File: src/rtl/stream_mux_pkg.sv
// Shared constants for the stream multiplexer: mode encoding, default sizing
// and the select-width helper.
package stream_mux_pkg;

    localparam logic MODE_FIXED = 1'b0;
    localparam logic MODE_RR    = 1'b1;

    localparam int unsigned DEFAULT_N_CH  = 16;
    localparam int unsigned DEFAULT_WIDTH = 8;

    // Channel-index width; a single channel bit is still kept for N_CH < 2.
    function automatic int unsigned sel_width(input int unsigned n);
        return (n > 1) ? $clog2(n) : 1;
    endfunction

endpackage

File: src/rtl/stream_mux_rr_arbiter.sv
// Combinational round-robin search: first asserted request at or after ptr,
// wrapping from the last channel back to channel 0.
module rr_arbiter #(
    parameter int unsigned N_CH  = 16,
    parameter int unsigned SEL_W = 4
) (
    input  logic [N_CH-1:0]  req,
    input  logic [SEL_W-1:0] ptr,
    output logic [SEL_W-1:0] gnt_idx,
    output logic             gnt_vld
);

    localparam logic [SEL_W:0] N_CH_W = (SEL_W+1)'(N_CH);

    logic [SEL_W:0] idx;

    // One extra bit lets ptr + k exceed N_CH before the modulo fold.
    always_comb begin
        gnt_idx = '0;
        gnt_vld = 1'b0;
        idx     = '0;
        for (int unsigned k = 0; k < N_CH; k++) begin
            idx = {1'b0, ptr} + (SEL_W+1)'(k);
            if (idx >= N_CH_W) begin
                idx = idx - N_CH_W;
            end
            if (!gnt_vld && req[idx[SEL_W-1:0]]) begin
                gnt_vld = 1'b1;
                gnt_idx = idx[SEL_W-1:0];
            end
        end
    end

endmodule

File: src/rtl/stream_mux.sv
// N-channel valid/ready stream multiplexer with fixed-select or round-robin
// arbitration feeding a single registered output stage.
module stream_mux
    import stream_mux_pkg::*;
#(
    parameter  int unsigned N_CH  = DEFAULT_N_CH,
    parameter  int unsigned WIDTH = DEFAULT_WIDTH,
    localparam int unsigned SEL_W = sel_width(N_CH)
) (
    input  logic                  clk,
    input  logic                  rst_n,
    input  logic                  mode,
    input  logic [SEL_W-1:0]      sel,
    input  logic [N_CH*WIDTH-1:0] in_data,
    input  logic [N_CH-1:0]       in_valid,
    output logic [N_CH-1:0]       in_ready,
    output logic [WIDTH-1:0]      out_data,
    output logic [SEL_W-1:0]      out_ch,
    output logic                  out_valid,
    input  logic                  out_ready
);

    localparam logic [SEL_W:0]   N_CH_W  = (SEL_W+1)'(N_CH);
    localparam logic [SEL_W-1:0] LAST_CH = SEL_W'(N_CH - 1);

    logic [WIDTH-1:0] ch_data [N_CH];
    logic [SEL_W-1:0] ptr;
    logic [SEL_W-1:0] rr_idx;
    logic             rr_vld;
    logic [SEL_W-1:0] cand_c;
    logic             cand_vld_c;
    logic             load_en_c;
    logic             xfer_c;

    for (genvar i = 0; i < N_CH; i++) begin : g_unpack
        assign ch_data[i] = in_data[i*WIDTH +: WIDTH];
    end

    rr_arbiter #(
        .N_CH  (N_CH),
        .SEL_W (SEL_W)
    ) u_rr_arbiter (
        .req     (in_valid),
        .ptr     (ptr),
        .gnt_idx (rr_idx),
        .gnt_vld (rr_vld)
    );

    // Candidate selection; an out-of-range fixed select simply yields nothing.
    always_comb begin
        cand_c     = '0;
        cand_vld_c = 1'b0;
        if (mode == MODE_RR) begin
            cand_c     = rr_idx;
            cand_vld_c = rr_vld;
        end else if ({1'b0, sel} < N_CH_W) begin
            cand_c     = sel;
            cand_vld_c = in_valid[sel];
        end
    end

    // rst_n gates the handshake so in_ready stays low throughout reset.
    assign load_en_c = !out_valid || out_ready;
    assign xfer_c    = rst_n && load_en_c && cand_vld_c;

    always_comb begin
        in_ready = '0;
        if (xfer_c) begin
            in_ready[cand_c] = 1'b1;
        end
    end

    always_ff @(posedge clk or negedge rst_n) begin
        if (!rst_n) begin
            out_valid <= 1'b0;
            out_data  <= '0;
            out_ch    <= '0;
            ptr       <= '0;
        end else if (xfer_c) begin
            out_valid <= 1'b1;
            out_data  <= ch_data[cand_c];
            out_ch    <= cand_c;
            if (mode == MODE_RR) begin
                ptr <= (cand_c == LAST_CH) ? '0 : cand_c + SEL_W'(1);
            end
        end else if (out_ready) begin
            out_valid <= 1'b0;
        end
    end

endmodule

File: config.mk
export PLATFORM = sky130hd
export DESIGN_NAME = stream_mux
export DESIGN_NICKNAME = d
export VERILOG_FILES = /design/src/rtl/stream_mux_pkg.sv /design/src/rtl/stream_mux_rr_arbiter.sv /design/src/rtl/stream_mux.sv
export SDC_FILE = /design/constraint.sdc
export NUM_CORES = 1
export LEC_CHECK = 0
export ABC_CLOCK_PERIOD_IN_PS = 10400
export CORE_UTILIZATION = 25
export CTS_CLUSTER_DIAMETER = 200
export DETAILED_ROUTE_END_ITERATION = 6
export GPL_TIMING_DRIVEN = 0
export SYNTH_ARGS = -nofsm -noshare
export SYNTH_HDL_FRONTEND = slang
export SYNTH_HIERARCHICAL = 1
export SYNTH_SLANG_ARGS = --single-unit
File: constraint.sdc
create_clock -name clk -period 10.4 [get_ports clk]
set_clock_uncertainty 0.15 [all_clocks]
set_input_delay 3.12 -clock clk [delete_from_list [all_inputs] [get_ports clk]]
set_output_delay 3.12 -clock clk [all_outputs]
set_load 0.01 [all_outputs]
==> flow_summary.ini, run 1 <==
[finish]
antennaDiodeCount = 0
finish.net_count = 1003
stdcell_count = 1068
seqCellArea_um2 = 425
syn2layout_area_growth_pct = 52.8
final_util_pct = 39.1
nFillCells = 1868
drive_above_1_share_pct = 19.7
multi_input_area_um2 = 4100

[min_path]
hp-class = flip-flop to flip-flop
holdPathStages = 1
hold-path-endpoint = out_data[7]
hp-start = out_data[7]

[grt]
grt_max_degree = 20
grt_pass1_vias = 5870
track_usage_pct = 21.3
grt_overflow = 0
antenna_found_initial = 0
grt_pass1_wl_mm = 32.2

[detailed_routing]
vias = 5853
ant_nets = 0
drt-initial-drc-count = 471
wirelength_mm = 20.7
first_pass_iters = 5
wire_per_inst_um = 19.4
drc_errors = 0
viasPerCell = 5.48

[worst_setup_path]
worstPathMaxFanout = 8
cp_slowest_cell = mux4_2
r2r-start = ptr[1]
cpPeakStageDelay_ns = 0.55
critPathKind = input port to primary output
path_cells = clkdlybuf4s15_2 > mux4_2 > mux4_2 > nor2_4 > nor4b_4 > nand3_2 > or4_1 > buf_4 > o221ai_4 > mux2i_4 > buf_4 > inv_2 > buf_8 > ha_4 > nand2_2 > nor2_2 > clkdlybuf4s15_2
r2r_cells = 24
r2r_end = out_data[5]
rrSetupSlack_ns = 3.26
worstSetupEndpointType = primary output
crit_arrival_ns = 7.02
worstPathRequired_ns = 7.13
start_kind = input port

[pwr]
peakVddDrop_mv = 0.232
p_per_area_nw_per_um2 = 434
p_leak_nw = 2.83
fin_total_pwr_w = 0.00307

[place]
gp_congestion = 0.941
placedCellCount = 1042
io_buffer_count = 178
hpwl_mm = 16.6

[floorplanning]
die_h_um = 138
io_pins = 181
rows = 49
die_area_um2 = 19100
core-area_um2 = 18100
start_util_pct = 25.6
die_x_um = 138

[timing]
drv_slew = 0
tns_ns = 0
slew-limit-headroom_pct = 32.9
finalSetupViolations = 0
finalCritPeriodShare_pct = 99.0
clock.fmax_mhz = 97.1
fin_crit_ns = 10.29
tightest_slew_ns = 0.978
hold_viol = 0

[logic_synthesis]
yosys_warnings = 6
ys_types = 70
synthFlopType = dfrtp_1
synth.cell_area_um2 = 4630
synth_edf_count = 0
ys_ff_latch = 17
synthCells = 635
avgSynthCellArea_um2 = 7.29
synthArstFlopShare_pct = 100
synth_sequential_area_ratio_pct = 9.18
synthesis.nets = 798

[clock_network]
clock_path_buffers = 2
clock_sinks = 17
worst_skew_pair.late_latency_ns = 0.25
holdBufCountCts = 0
htree_levels = 1
cts_tree = built
cts_root_buffer = clkbuf_16
clk_pin_slew_ns = 0.06
cts_made_buffers = 3

[run_status]
status = finished clean

[flow_run]
max_cap_viol_count = 0
cell usage after synthesis, types with 3 or more instances:
cell	instances	share of area (%)
a211oi_1	7	1.1
a21o_1	3	0.49
a21oi_1	16	1.7
a22o_1	3	0.57
a31oi_1	4	0.54
and2_1	6	0.81
and3_1	3	0.41
buf_1	3	0.24
buf_2	12	1.3
buf_6	4	0.97
clkbuf_1	23	1.9
dfrtp_1	17	9.2
ha_1	11	3.0
inv_1	12	0.97
mux2_2	17	4.1
mux2_4	7	2.3
mux2i_1	31	6.7
mux4_1	4	2.3
mux4_2	31	15
nand2_1	164	13
nand2b_1	7	0.95
nand3_1	107	12
nand4_1	10	1.4
nor2_1	37	3.0
nor2b_1	4	0.54
nor3_1	3	0.32
o211ai_1	5	0.81
o21ai_0	16	1.7
o22ai_1	5	0.68
xnor2_1	8	1.5
report_power, final:
group	internal, W	switching [W]	total (W)
clock	0.0000516	0.0000291	0.0000807
sequential	0.0000994	0.0000259	0.000125
combinational	0.00120	0.00167	0.00287
total	0.00135	0.00173	0.00307
cells by family (layout without fill, tap and decap cells):
| kind of cell | Yosys count | count (layout) | synth area share (%) |
|---|---|---|---|
| and+or+nand+nor | 356 | 356 | 35.3 |
| DFF | 17 | 17 | 9.18 |
| muxes | 90 | 90 | 30.4 |
| AOI/OAI and AO/OA | 94 | 94 | 14.3 |
| buffers and inverters | 56 | 260 | 5.51 |
| xor gates and xnor gates | 11 | 11 | 2.24 |
| adders and majority gates | 11 | 11 | 2.97 |
routing by layer:
metal	vias to the layer above	part of all wire (%)	GRT usage, %
li1	2754	-	-
met1	2734	39	24.9
met2	315	49	38.0
met3	50	8.1	3.71
met4	0	4.6	9.82
met5	-	0	0
state kept, by name, indices dropped and copies added (netlist names):
register / count
out_ch: 4
out_valid: 1
out_data: 8
ptr: 4
how the worst max path moves through the flow:
| stage | from | to | depth (start not counted) |
|---|---|---|---|
| after floorplan | in_valid[7] | in_ready[3] | 15 |
| after global routing | in_valid[2] | in_ready[7] | 17 |
| after global placement | in_valid[8] | in_ready[3] | 17 |
| after detailed placement | in_valid[8] | in_ready[3] | 17 |
| after CTS | in_valid[5] | in_ready[3] | 17 |
| final | in_valid[2] | in_ready[7] | 17 |
cell usage in the layout (no fill, tap or decap), drive strengths merged, types with 9 or more instances in the layout:
master	Yosys	final
nand2	164	164
clkdlybuf4s50	0	146
nand3	108	108
dfrtp	17	17
buf	19	54
inv	12	12
o21ai	18	18
a21oi	16	16
ha	11	11
nand4	10	10
mux4	35	35
nor2	38	38
xnor2	9	9
mux2i	31	31
clkbuf	23	31
mux2	24	24
worst max-delay path: cells and delay by family:
kind	cells	cell delay (ns)
muxes	3	1.15
buffers and inverters	6	1.01
adders and majority gates	1	0.16
AOI/OAI and AO/OA	1	0.18
and+or+nand+nor	6	1.37
stage by stage:
stage | cell area (µm²) | setup slack [ns] | hold slack (ns)
after floorplan | 4630 | 0.250 | 0.345
after global placement | 6700 | -1.85 | 0.342
after detailed placement | 6700 | -1.83 | 0.346
after CTS | 7100 | -0.0253 | 0.366
after global routing | 7080 | -0.0138 | 0.373
final | 7080 | 0.106 | 0.368
cell type report:
cell class | count | area share [%]
multi-input cells | 562 | 57.9
repair buffers | 203 | 26.8
flip-flops and latches | 17 | 6.01
well taps | 229 | 4.05
plain buffers | 39 | 3.31
clock buffers | 3 | 1.06
inverters | 14 | 0.866
clock inverters | 1 | 0.0707
timing repair:
| item | CTS | global route |
|---|---|---|
| setup buffers | 19 | 5 |
| resized for setup | 116 | 36 |
| setup endpoints to repair | 16 | 16 |
| cloned | 1 | 0 |
| pin swaps | 5 | 3 |
Note: power is estimated with default switching activity, not from simulation.
==> run 2, diff against run 1 <==
--- a/config.mk
+++ b/config.mk
@@ -9,7 +9,6 @@
 export CORE_UTILIZATION = 25
 export CTS_CLUSTER_DIAMETER = 200
 export DETAILED_ROUTE_END_ITERATION = 6
-export GPL_TIMING_DRIVEN = 0
 export SYNTH_ARGS = -nofsm -noshare
 export SYNTH_HDL_FRONTEND = slang
 export SYNTH_HIERARCHICAL = 1
==> flow_summary.ini, run 2 (synthesis results as in run 1) <==
[run_status]
status = finished clean

[grt]
grt_overflow = 0
grt_pass1_wl_mm = 31.9
grt_max_degree = 65
track_usage_pct = 20.9
grt_pass1_vias = 5760
antenna_found_initial = 0

[pwr]
peakVddDrop_mv = 0.211
fin_total_pwr_w = 0.00321
p_leak_nw = 3.19
p_per_area_nw_per_um2 = 427

[worst_setup_path]
worstSetupEndpointType = primary output
critPathKind = input port to primary output
rrSetupSlack_ns = 4.16
start_kind = input port
worstPathMaxFanout = 7
r2r-start = ptr[1]
r2r_cells = 20
crit_arrival_ns = 6.94
cp-endpoint = in_ready[2]
worstPathRequired_ns = 7.13
startpoint = in_valid[11]
r2r_end = out_data[3]

[flow_run]
max_cap_viol_count = 0

[detailed_routing]
wirelength_mm = 20.6
viasPerCell = 5.41
drc_errors = 0
ant_nets = 0
wire_per_inst_um = 18.4
drt-initial-drc-count = 404
first_pass_iters = 6
vias = 6044

[clock_network]
worst_skew_pair.late_latency_ns = 0.25
clock_sinks = 17
cts_root_buffer = clkbuf_16
htree_levels = 1
clock_path_buffers = 2
cts_made_buffers = 3
clk_pin_slew_ns = 0.06
cts_tree = built

[timing]
slew-limit-headroom_pct = 45.1
rsz0062_at_grt = no
clock.fmax_mhz = 98.0
tightest_slew_ns = 0.820
finalSetupViolations = 0
fin_crit_ns = 10.21
finalCritPeriodShare_pct = 98.2
drv_slew = 0
hold_viol = 0

[finish]
largest_register_ffs = 8
layout_common_cells = nand2_1 (161), clkdlybuf4s50_1 (148), buf_4 (112)
multi_input_area_um2 = 4060
nFillCells = 1798
seqCellArea_um2 = 427
final_util_pct = 41.5
syn2layout_area_growth_pct = 62.2
drive_above_1_share_pct = 24.1
finish.net_count = 1053
final_common_cell = nand2_1
top_register = out_data
antennaDiodeCount = 0
top_regs = out_data (8), out_ch (4), ptr (4)

[min_path]
hp-start = out_data[6]
hp-class = flip-flop to flip-flop

[floorplanning]
rows = 49
core-area_um2 = 18100
io_pins = 181
die_h_um = 138
die_area_um2 = 19100
start_util_pct = 25.6
die_x_um = 138

[place]
gp_congestion = 0.936
hpwl_mm = 16.3
io_buffer_count = 180
-- run 2: cell types whose count changed in the layout (fill, tap and decap cells not counted), sizes merged --
cell,delta
dlygate4sd2,+15
dlymetal6s2s,+4
buf,+58
clkdlybuf4s15,-5
bufbuf,-1
clkdlybuf4s50,+2
clkbuf,-23
-- run 2: report_power, final --
group	switching (W)	leakage (nW)	internal [W]
clock network	0.0000291	0.0371	0.0000520
registers	0.0000276	0.202	0.0000996
logic	0.00168	2.95	0.00132
total	0.00174	3.19	0.00147
-- run 2: metal layers --
metal / share of wire (%) / vias up / track usage, %
li1: - / 2849 / -
met2: 50 / 322 / 37.8
met3: 6.7 / 42 / 2.81
met5: 0 / - / 0
met4: 3.6 / 0 / 7.57
met1: 40 / 2831 / 25.3
-- run 2: metrics by stage --
step                std cells  hold WS [ns]  worst slack, ns  instance area (µm²)  setup TNS (ns)
floorplan                 635         0.345            0.250                 4630               0
global placement         1102         0.349           -0.305                 7310           -4.63
detailed placement       1102         0.346           -0.419                 7310           -5.90
CTS                      1114         0.364           0.0114                 7460               0
global route             1118         0.382           0.0107                 7510               0
finish                   1118         0.358            0.192                 7510               0
-- run 2: worst min path at each step --
stage                   to  slack [ns]  cells after the start
2_1_floorplan       ptr[2]        0.35                      2
3_3_place_gp   out_data[6]        0.35                      1
3_5_place_dp   out_data[6]        0.35                      1
4_1_cts        out_data[6]        0.36                      1
5_1_grt        out_data[1]        0.38                      1
6_report       out_data[6]        0.36                      1
-- run 2: repair_timing --
item / in CTS / in global routing
hold endpoints to repair: 0 / 0
pin swaps: 7 / 3
setup endpoints to repair: 16 / 16
buffers inserted: 8 / 4
hold buffers: 0 / 0
gates resized for setup: 44 / 22
gates cloned: 0 / 0
-- run 2: area by class of cell --
type | count | share of cell area [%]
Clock inverter | 1 | 0.0999
Sequential cell | 17 | 5.68
Timing Repair Buffer | 292 | 34.6
Tap cell | 229 | 3.81
Multi-Input combinational cell | 562 | 54.1
Inverter | 14 | 0.716
Clock buffer | 3 | 0.999
-- run 2: critical path: stages --
cell and delay (ns):
dlygate4sd2_1 0.34, mux4_2 0.52, mux4_2 0.52, nor2_2 0.13, nor4b_4 0.30, nand3_4 0.16
or4_4 0.53, buf_4 0.16, o221ai_4 0.19, mux2i_4 0.13, buf_4 0.17, inv_2 0.06
ha_1 0.15, nand2_2 0.08, nor2_1 0.11, dlygate4sd2_1 0.28
